<file path="src/rtl/shift_defs.sv">
// Shared definitions for the sequential shift unit: FSM encodings,
// default widths and shift-direction constants.
package shift_defs;

  localparam int DATA_WIDTH_DEF  = 32;
  localparam int SHAMT_WIDTH_DEF = 5;

  localparam logic DIR_SLL = 1'b1;
  localparam logic DIR_SRA = 1'b0;

  typedef enum logic [1:0] {
    S_IDLE  = 2'd0,
    S_SHIFT = 2'd1,
    S_DONE  = 2'd2
  } state_e;

endpackage

</file>
<file path="src/rtl/shift_stage.sv">
// One barrel-shifter stage: shifts by a runtime power-of-two amount when
// enabled, otherwise passes the input through. Purely combinational.
module shift_stage
  import shift_defs::*;
#(
  parameter int DATA_WIDTH = DATA_WIDTH_DEF,
  parameter int AMT_WIDTH  = SHAMT_WIDTH_DEF
) (
  input  logic [DATA_WIDTH-1:0] in_i,
  input  logic [AMT_WIDTH-1:0]  amount_i,
  input  logic                  dir_i,
  input  logic                  enable_i,
  output logic [DATA_WIDTH-1:0] out_o
);

  // NOTE: out_o gets a default before any branch so no path leaves it
  // unassigned; otherwise synthesis infers a latch.
  always_comb begin
    out_o = in_i;
    if (enable_i) begin
      if (dir_i == DIR_SLL) out_o = in_i << amount_i;
      else                  out_o = DATA_WIDTH'($signed(in_i) >>> amount_i);
    end
  end

endmodule

</file>
<file path="src/rtl/shift_unit_seq.sv">
// Multi-cycle SLL/SRA unit: one barrel stage (16, 8, 4, 2, 1) per clock,
// start-pulse / one-cycle result-ready handshake.
module shift_unit_seq
  import shift_defs::*;
#(
  parameter int DATA_WIDTH  = DATA_WIDTH_DEF,
  parameter int SHAMT_WIDTH = SHAMT_WIDTH_DEF
) (
  input  logic                   clock,
  input  logic                   reset,
  input  logic [DATA_WIDTH-1:0]  data_operandA,
  input  logic [SHAMT_WIDTH-1:0] ctrl_shamt,
  input  logic                   ctrl_sll,
  input  logic                   ctrl_sra,
  output logic [DATA_WIDTH-1:0]  data_result,
  output logic                   data_resultRDY,
  output logic                   busy
);

  localparam int KW = (SHAMT_WIDTH > 1) ? $clog2(SHAMT_WIDTH) : 1;

  state_e                 state_q, state_d;
  logic [DATA_WIDTH-1:0]  work_q, work_d;
  logic [DATA_WIDTH-1:0]  result_q, result_d;
  logic [SHAMT_WIDTH-1:0] shamt_q, shamt_d;
  logic [KW-1:0]          k_q, k_d;
  logic                   dir_q, dir_d;
  logic                   busy_q, busy_d;

  logic                   accept;
  logic [SHAMT_WIDTH-1:0] stage_amt;
  logic [DATA_WIDTH-1:0]  stage_out;

  // DONE behaves like IDLE for acceptance so ops can run back-to-back.
  assign accept    = (ctrl_sll | ctrl_sra) && (state_q != S_SHIFT);
  assign stage_amt = SHAMT_WIDTH'(1) << k_q;

  shift_stage #(
    .DATA_WIDTH (DATA_WIDTH),
    .AMT_WIDTH  (SHAMT_WIDTH)
  ) u_stage (
    .in_i     (work_q),
    .amount_i (stage_amt),
    .dir_i    (dir_q),
    .enable_i (shamt_q[k_q]),
    .out_o    (stage_out)
  );

  // NOTE: sequential state uses non-blocking assignments so every register
  // samples pre-edge values regardless of process ordering.
  always_ff @(posedge clock or posedge reset) begin
    if (reset) state_q <= S_IDLE;
    else       state_q <= state_d;
  end

  always_comb begin
    state_d = state_q;
    unique case (state_q)
      S_IDLE, S_DONE: state_d = accept ? S_SHIFT : S_IDLE;
      S_SHIFT:        state_d = (k_q == '0) ? S_DONE : S_SHIFT;
      default:        state_d = S_IDLE;
    endcase
  end

  always_comb begin
    data_resultRDY = (state_q == S_DONE);
    data_result    = result_q;
    busy           = busy_q;
  end

  always_comb begin
    work_d   = work_q;
    result_d = result_q;
    shamt_d  = shamt_q;
    k_d      = k_q;
    dir_d    = dir_q;
    busy_d   = (state_d == S_SHIFT);
    if (accept) begin
      work_d  = data_operandA;
      shamt_d = ctrl_shamt;
      dir_d   = ctrl_sll ? DIR_SLL : DIR_SRA;
      k_d     = KW'(SHAMT_WIDTH - 1);
    end else if (state_q == S_SHIFT) begin
      work_d = stage_out;
      if (k_q == '0) result_d = stage_out;
      else           k_d      = k_q - KW'(1);
    end
  end

  // NOTE: every register here is a handful of flops, so all of them take the
  // async reset; an abort mid-operation leaves no stale state behind.
  always_ff @(posedge clock or posedge reset) begin
    if (reset) begin
      work_q   <= '0;
      result_q <= '0;
      shamt_q  <= '0;
      k_q      <= '0;
      dir_q    <= DIR_SRA;
      busy_q   <= 1'b0;
    end else begin
      work_q   <= work_d;
      result_q <= result_d;
      shamt_q  <= shamt_d;
      k_q      <= k_d;
      dir_q    <= dir_d;
      busy_q   <= busy_d;
    end
  end

endmodule

</file>
<file path="config.mk">
export PLATFORM = sky130hd
export DESIGN_NAME = shift_unit_seq
export DESIGN_NICKNAME = d
export VERILOG_FILES = /design/src/rtl/shift_defs.sv /design/src/rtl/shift_stage.sv /design/src/rtl/shift_unit_seq.sv
export SDC_FILE = /design/constraint.sdc
export NUM_CORES = 1
export LEC_CHECK = 0
export CAP_MARGIN = 20
export CORE_MARGIN = 3
export CORE_UTILIZATION = 30
export DETAILED_ROUTE_END_ITERATION = 16
export PLACE_DENSITY_LB_ADDON = 0.12
export SYNTH_ARGS = -nofsm -noshare
export SYNTH_HDL_FRONTEND = slang
export SYNTH_SLANG_ARGS = --single-unit
</file>
<file path="constraint.sdc">
create_clock -name clock -period 3.7 [get_ports clock]
set_input_delay 0.925 -clock clock [delete_from_list [all_inputs] [get_ports clock]]
set_output_delay 0.925 -clock clock [all_outputs]
set_load 0.01 [all_outputs]
</file>
# Word level (Yosys, flattened, before mapping)
# Cells that the tools add are included.
# Widths: inputs -> output; s select.
# classes
mux,13
n_lt_le_gt_ge,1
n_reduce_logical,7
addsub,1
n_eq_ne,5
bitwise_logic,2
n_shift,3
# op_table
op,n
$mux 32,4
$shl 32x5->32,1
$sshr 32x5->32,1
$mux 3,3
$shl 1x3->5 const A,1
$eq 2x1->1 const B,2
$lt 3x4->1 const B,1
$pmux 2 s2,1
$bmux 1 s3,1
$logic_not 3->1,1
$mux 1,3
$reduce_and 3->1,1
$sub 3x1->3 const B,1
$eq 2x2->1 const B,1
$logic_not 2->1,1
$mux 2,1
$ne 2x1->1 const B,1
$ne 2x2->1 const B,1
$reduce_and 2->1,1
$reduce_bool 2->1,1
$reduce_or 2->1,1
$logic_and 1x1->1,1
$not 1->1,1
$or 1x1->1,1
# word_totals
input_bits,41
elab_cells,39
register_bits,76

# Longest topological paths before layout
# Gate-level depths: netlist of run 1.
# logic_depth
depth_word,6
mapped_depth,12

# By module
# A second synthesis of run 1 with hierarchy kept.
# unflattened
hier_cells,790
area_unflattened_um2,7797.5
# by_module_without_submodules
mod,instances,area_per_inst_um2,cells_per_inst
shift_stage,1,4346.7,529
shift_unit_seq,1,3450.8,261

# Worst setup path after synthesis of run 1
# No wires, ideal clock.
# synth_path
kind,register -> register
from,register k_q[1]
to,register work_q[4]
required_ns,3.563
t_arrival_ns,2.218
path_stages_with_launch,11
slack_ns,1.345
n_path_buf,2
cell_sequence,dfrtp_1 -> inv_1 -> ha_1 -> buf_6 -> nor2b_1 -> buf_2 -> mux4_2 -> a21oi_1 -> o211ai_1 -> a211oi_2 -> a21oi_1
# synth_via
elab_chain_len,6
# synth_rtl
element,line_no,text
"start, declared",shift_unit_seq.sv:26,"logic [KW-1:0] k_q, k_d;"
"start signal, assigned",shift_unit_seq.sv:104,k_q <= k_d;
$shl 1x3->5,shift_unit_seq.sv:36,assign stage_amt = SHAMT_WIDTH'(1) << k_q;
$sshr 32x5->32 or $shl 32x5->32 (tied branches),"shift_stage.sv:22, shift_stage.sv:21",
$mux 32,shift_stage.sv:21,if (dir_i == DIR_SLL) out_o = in_i << amount_i;
$mux 32 *,shift_stage.sv:20,if (enable_i) begin
$mux 32 *,shift_unit_seq.sv:83,end else if (state_q == S_SHIFT) begin
$mux 32 *,shift_unit_seq.sv:78,if (accept) begin
"end signal, assigned",shift_unit_seq.sv:101,work_q <= work_d;
"end, declared",shift_unit_seq.sv:23,"logic [DATA_WIDTH-1:0] work_q, work_d;"
# Mark *: on every way between the ends. The rest lies on a longest branch, timed or not. The select of a mux whose other input is x is not followed.
# A chain may end at the register's enable or synchronous reset.

# Final worst setup path of run 1
# layout_path
from,register k_q[1]
to,register result_q[13] (netlist: data_result[13])
# layout_via
elab_chain_len,4
# layout_rtl
element,line_no,text
$shl 1x3->5,shift_unit_seq.sv:36,
$sshr 32x5->32 or $shl 32x5->32 (tied branches),"shift_stage.sv:22, shift_stage.sv:21",
$mux 32,shift_stage.sv:21,
$mux 32,shift_stage.sv:20,
"end signal, assigned",shift_unit_seq.sv:102,result_q <= result_d;
"end, declared",shift_unit_seq.sv:24,"logic [DATA_WIDTH-1:0] result_q, result_d;"
# Several ways; a longest one is shown, not always the timed one. The select of a mux whose other input is x is not followed.

==> results of run 1 <==
## worst register-to-register path, cell delays in order, from the launching register on
cell and delay, ns:
dfrtp_1 0.46, inv_1 0.18, ha_2 0.24, nor2b_2 0.60, a32oi_1 0.37, a31oi_1 0.69
o22ai_1 0.22, nor4b_2 0.46, o21ai_1 0.14
## layout make-up
class	instances	area (um^2)
repair buffers	129	1216
well taps	335	419.2
flip-flops and latches	76	1903
multi-input cells	838	5446
clock buffers	10	229.0
inverters	19	72.57
clock inverters	6	41.29
fillers	2788	16880
## state kept, by name, indices dropped and copies added (netlist names)
register     flops
data_result     32
work_q          32
shamt_q          5
k_q              3
dir_q            1
state_q          2
busy             1
## metrics by stage
| step | hold slack, ns | std cells |
|---|---|---|
| 2_1_floorplan | 0.4450 | 1063 |
| 3_3_place_gp | 0.4699 | 1397 |
| 3_5_place_dp | 0.4688 | 1397 |
| 4_1_cts | 0.4834 | 1413 |
| 5_1_grt | 0.5072 | 1413 |
| 6_report | 0.4753 | 1413 |
## placed cells by master (no fill, tap or decap), types with 28 or more instances in the layout
cell             count
o21ai_0             83
nor2_1              74
nand2_1            102
nor2b_1             30
a211oi_1            28
a21oi_1            100
buf_4               50
nand3_1             33
clkdlybuf4s50_1     74
mux2i_1             52
dfrtp_1             75
## cell families (layout without fill, tap and decap cells)
| logic type | Yosys count | count (layout) | synth area share [%] |
|---|---|---|---|
| compound gates | 415 | 415 | 34.16 |
| simple gates | 350 | 350 | 22.08 |
| buf+inv | 149 | 164 | 9.146 |
| flops | 76 | 76 | 23.60 |
| mux | 68 | 68 | 10.23 |
| fa+ha+maj | 5 | 5 | 0.7764 |
## routing by layer
metal  part of all wire (%)  track usage [%]
met1                     43            40.88
met2                     41            40.90
met3                     12            8.084
met4                    4.5            11.24
met5                      0                0
## power groups by stage
stage	clock network, mW	logic, mW	registers [mW]
4_1_cts	0.873	8.18	2.13
2_1_floorplan	0	5.46	1.56
5_1_grt	0.903	8.91	2.21
3_3_place_gp	0	8.25	2.15
6_report	0.847	8.45	2.19
3_5_place_dp	0	8.14	2.14
## final timing paths
check / to / slack, ns / cells past startpoint / start
max reg2reg: data_result[13]$_DFFE_PP0P_ / 0.22 / 8 / k_q[1]$_DFFE_PP0P_
min: data_result[3]$_DFFE_PP0P_ / 0.48 / 2 / data_result[3]$_DFFE_PP0P_
max in group asynchronous: k_q[2]$_DFFE_PP0P_ / 2.04 / 3 / reset
min in group asynchronous: data_result[24]$_DFFE_PP0P_ / 0.91 / 2 / reset
min reg2reg: data_result[3]$_DFFE_PP0P_ / 0.48 / 2 / data_result[3]$_DFFE_PP0P_
max: data_result[13]$_DFFE_PP0P_ / 0.22 / 8 / k_q[1]$_DFFE_PP0P_
==> flow_metrics.py, run 1 <==
metrics = {
    "clock_network": {
        "clk_latency_ns": 0.35,
        "cts-resized-gates": 0,
        "cts-root-buf": "clkbuf_16",
        "cts_tree": "done",
        "postCtsHoldBufs": 0,
        "cts.sinks": 76,
        "cts_setup_buffers": 0,
        "cts_buffers": 9,
        "clk_pin_slew_worst_paths_ns": 0.07,
        "cts_max_path_buffers": 2,
        "ctsHtreeMaxLevel": 3,
    },
    "timing": {
        "layout_setup_ws_ns": 0.2204,
        "rsz0062_at_grt": "no",
        "final-setup-viol-count": 0,
        "fin_skew_ns": 0.01070,
        "fin_crit_sh_pct": 94.04,
        "fin_crit_ns": 3.480,
        "clock.fmax_mhz": 287.4,
        "tns_ns": 0,
        "slew-limit-headroom_pct": 27.32,
        "slew_viol_final": 0,
        "final_hold_viol_count": 0,
        "tightest_slew_ns": 1.090,
    },
    "route": {
        "wirelength_um": 42150,
        "viasPerCell": 6.637,
        "vias": 9378,
        "wire_per_inst_um": 29.83,
        "first_pass_iters": 6,
        "drt_iter0_markers": 1530,
        "drc": 0,
        "antenna_left": 0,
    },
    "synthesis": {
        "ys.flop_type": "dfrtp_1",
        "seq_area_frac_synth_pct": 23.60,
        "syn_area_um2": 8058,
        "synth.top_cell.area_share_pct": 23.60,
        "synth_nets": 1109,
        "synth_area_leader_cell": "dfrtp_1",
        "ys_ff_latch": 76,
        "synth_cells": 1063,
        "yosys-top-cells-count": "nand2_1 (102), a21oi_1 (100), o21ai_0 (84), dfrtp_1 (76), nor2_1 (75)",
        "synth.most_common_cell": "nand2_1",
        "synth_cell_type_count": 79,
        "ys_async_sr_fraction_pct": 100.0,
        "synthTopCellsByArea": "dfrtp_1 (24%), mux2i_1 (6.5%), a21oi_1 (6.2%), o21ai_0 (5.2%), nand2_1 (4.8%)",
        "synth_edf_count": 0,
        "ys_warn_count": 0,
        "postSynthAreaPerCell_um2": 7.580,
    },
    "place": {
        "place_ws_ns": 0.3792,
        "placed_area_um2": 9057,
        "hpwl_um": 30590,
        "gp_congestion": 1.031,
        "port_buffers": 74,
    },
    "flow_run": {
        "cap_violations": 0,
    },
    "setup_path": {
        "cpPeakStageDelay_ns": 0.69,
        "startpoint_type": "flip-flop",
        "crit_fanout": 12,
        "required_ns": 3.92,
        "critPathTopFamily": "compound AO/OA/AOI/OAI gates",
        "crit_buf_inv": 1,
        "critPathCaptureType": "flip-flop",
        "slowest_stage": "a31oi_1",
        "cp_cell_sequence": "inv_1, ha_2, nor2b_2, a32oi_1, a31oi_1, o22ai_1, nor4b_2, o21ai_1",
        "arrival_ns": 3.70,
        "crit_type": "flip-flop to flip-flop",
    },
    "pwr": {
        "pwr-share-seq_pct": 19.1,
        "p_comb_share_pct": 73.5,
        "powerDensity_nw_per_um2": 1232,
        "power_leakage_nw": 3.483,
        "clock_power_share_pct": 7.4,
        "finalPower_mw": 11.49,
        "vdd_drop_max_mv": 0.3893,
        "power.internal_mw": 4.669,
        "power.share.switching_pct": 59.36,
        "switching_power_mw": 6.820,
    },
    "layout": {
        "syn_to_final_growth_pct": 15.76,
        "post_route_cells_drive_above_1_share_pct": 10.76,
        "diodes": 0,
        "fin_util_pct": 35.59,
        "fin_area_um2": 9328,
        "nets": 1119,
    },
    "floorplanning": {
        "dieHeight_um": 169.9,
        "fp.dieArea_um2": 28860,
        "core_area_um2": 26210,
        "die_w_um": 169.9,
        "start_util_pct": 30.75,
        "io_pins": 75,
        "rows": 59,
    },
    "global_routing": {
        "grt_pass1_wl_um": 62470,
        "grt_max_degree": 64,
        "gr-total-overflow": 0,
        "grtUsageTotal_pct": 28.70,
        "first_global_vias": 9070,
        "antenna_found_initial": 0,
    },
    "min_path": {
        "hp-class": "flip-flop to flip-flop",
    },
    "outcome": {
        "status": "complete, no violations",
    },
}
No activity file was read; power rests on OpenSTA's default activity.
==> inputs of run 2 (changes only) <==
--- a/config.mk
+++ b/config.mk
@@ -6,10 +6,11 @@
 export NUM_CORES = 1
 export LEC_CHECK = 0
 export CAP_MARGIN = 20
-export CORE_MARGIN = 3
+export CORE_MARGIN = 1
 export CORE_UTILIZATION = 30
 export DETAILED_ROUTE_END_ITERATION = 16
 export PLACE_DENSITY_LB_ADDON = 0.12
+export SKIP_CTS_REPAIR_TIMING = 1
 export SYNTH_ARGS = -nofsm -noshare
 export SYNTH_HDL_FRONTEND = slang
 export SYNTH_SLANG_ARGS = --single-unit
==> flow_metrics.py, run 2 (same netlist as run 1, synthesis figures left out) <==
metrics = {
    "global_routing": {
        "gr-total-overflow": 0,
        "first_global_vias": 8926,
        "grt_max_degree": 77,
        "grtUsageTotal_pct": 30.38,
        "grt_pass1_wl_um": 62360,
        "antenna_found_initial": 1,
    },
    "layout": {
        "fin_area_um2": 9530,
        "nets": 1133,
        "layout_commonest_cell": "nand2_1",
        "syn_to_final_growth_pct": 18.28,
        "post_route_cells_drive_above_1_share_pct": 11.90,
        "stdcell_count": 1428,
        "mostFrequentLayoutCells": "nand2_1 (102), a21oi_1 (100), o21ai_0 (83)",
    },
    "setup_path": {
        "crit_path_frequent_cell": "o31ai_1",
        "crit_buf_inv": 2,
        "startpoint": "k_q[1]$_DFFE_PP0P_",
        "crit_end": "data_result[12]$_DFFE_PP0P_",
        "r2r_setup_slack_ns": 0.18,
        "slowest_stage": "a221oi_1",
        "critPathCaptureType": "flip-flop",
        "rr_endpoint": "data_result[12]$_DFFE_PP0P_",
        "cp.depth": 9,
        "crit_type": "flip-flop to flip-flop",
        "critPathTopFamily": "compound AO/OA/AOI/OAI gates",
        "rr_startpoint": "k_q[1]$_DFFE_PP0P_",
        "cp_cell_sequence": "inv_1, ha_4, buf_4, mux2i_1, o31ai_1, a221oi_1, a221oi_2, a2111oi_2, o31ai_1",
        "required_ns": 3.91,
        "crit_fanout": 31,
        "cpPeakStageDelay_ns": 0.61,
        "r2r_cells": 9,
        "arrival_ns": 3.74,
        "startpoint_type": "flip-flop",
    },
    "timing": {
        "fin_crit_sh_pct": 95.19,
        "slew_viol_final": 0,
        "fin_skew_ns": 0.009134,
        "fin_crit_ns": 3.522,
        "clock.fmax_mhz": 283.9,
        "tns_ns": 0,
        "final-setup-viol-count": 0,
        "tightest_slew_ns": 1.038,
        "slew-limit-headroom_pct": 30.52,
        "rsz0062_at_grt": "no",
        "final_hold_viol_count": 0,
    },
    "route": {
        "drc": 0,
        "antenna_left": 0,
        "drt_iter0_markers": 1120,
        "first_pass_iters": 6,
        "wire_per_inst_um": 29.71,
        "vias": 9385,
        "wirelength_um": 42430,
        "viasPerCell": 6.572,
    },
    "place": {
        "placed_cells": 1411,
        "gp_congestion": 1.069,
        "port_buffers": 74,
        "hpwl_um": 31250,
        "placed_area_um2": 9163,
    },
    "floorplanning": {
        "dieHeight_um": 165.9,
        "core_area_um2": 26210,
        "start_util_pct": 30.75,
        "rows": 59,
        "io_pins": 75,
        "fp.dieArea_um2": 27520,
        "die_w_um": 165.9,
    },
    "pwr": {
        "power_leakage_nw": 3.597,
        "powerDensity_nw_per_um2": 1247,
        "vdd_drop_max_mv": 0.4773,
    },
    "clock_network": {
        "clk_latency_ns": 0.36,
        "cts_tree": "done",
        "cts-root-buf": "clkbuf_16",
        "cts_max_path_buffers": 2,
        "cts.sinks": 76,
        "cts_buffers": 9,
        "clk_pin_slew_worst_paths_ns": 0.07,
        "ctsHtreeMaxLevel": 3,
    },
    "flow_run": {
        "cap_violations": 0,
    },
    "min_path": {
        "worstHoldPathCells": 2,
        "hp-class": "flip-flop to flip-flop",
    },
    "outcome": {
        "status": "complete, no violations",
    },
}
-- run 2: changes by cell type in the layout (fill, tap and decap cells not counted), sizes merged --
| cell | before | now |
|---|---|---|
| buf | 55 | 69 |
| bufinv | 0 | 4 |
| clkinv | 5 | 3 |
| clkinvlp | 3 | 1 |
| diode | 0 | 1 |
-- run 2: layout make-up --
| type | count | area, um^2 |
|---|---|---|
| fillers | 2740 | 16680 |
| multi-input cells | 838 | 5446 |
| flip-flops and latches | 76 | 1903 |
| repair buffers | 143 | 1321 |
| well taps | 335 | 419.2 |
| clock buffers | 10 | 229.0 |
| clock inverters | 6 | 136.4 |
| inverters | 19 | 72.57 |
| diodes | 1 | 2.502 |
-- run 2: worst min-delay path: stages (launching register included) --
cell and delay [ns]:
dfrtp_1 0.35, nand2_1 0.05, nand2_1 0.05
-- run 2: metal layers --
| layer | wire length, um | up-vias | track usage (%) |
|---|---|---|---|
| li1 | - | 4068 | - |
| met3 | 4310 | 113 | 5.982 |
| met2 | 18060 | 626 | 45.49 |
| met4 | 1693 | 0 | 11.66 |
| met1 | 18370 | 4578 | 42.85 |
| met5 | 0 | - | 0 |
-- run 2: report_power, final --
part	total, mW	switching [mW]	leakage [nW]	internal, mW
Sequential	2.17	0.912	0.878	1.26
Combinational	8.59	5.54	2.55	3.06
Clock	1.13	0.401	0.173	0.730
Total	11.9	6.85	3.60	5.04
-- run 2: worst min path at each step --
stage	from	endpoint	slack, ns
finish	shamt_q[3]$_DFFE_PP0P_	shamt_q[3]$_DFFE_PP0P_	0.48
global route	data_result[29]$_DFFE_PP0P_	data_result[29]$_DFFE_PP0P_	0.52
CTS	shamt_q[3]$_DFFE_PP0P_	shamt_q[3]$_DFFE_PP0P_	0.48
detailed placement	shamt_q[3]$_DFFE_PP0P_	shamt_q[3]$_DFFE_PP0P_	0.47
global placement	data_result[31]$_DFFE_PP0P_	data_result[31]$_DFFE_PP0P_	0.47
floorplan	shamt_q[0]$_DFFE_PP0P_	shamt_q[0]$_DFFE_PP0P_	0.44
-- run 2: through the flow --
| step | util, % | hold WS (ns) | power (mW) | worst slack, ns |
|---|---|---|---|---|
| detailed placement | 34.96 | 0.4672 | 10.39 | 0.2792 |
| floorplan | - | 0.4450 | 7.022 | 0.8367 |
| CTS | 36.36 | 0.4846 | 11.57 | 0.2535 |
| finish | 36.37 | 0.4803 | 11.89 | 0.1781 |
| global placement | 34.96 | 0.4679 | 10.52 | 0.3652 |
| global route | 36.36 | 0.5202 | 12.37 | 0.02055 |
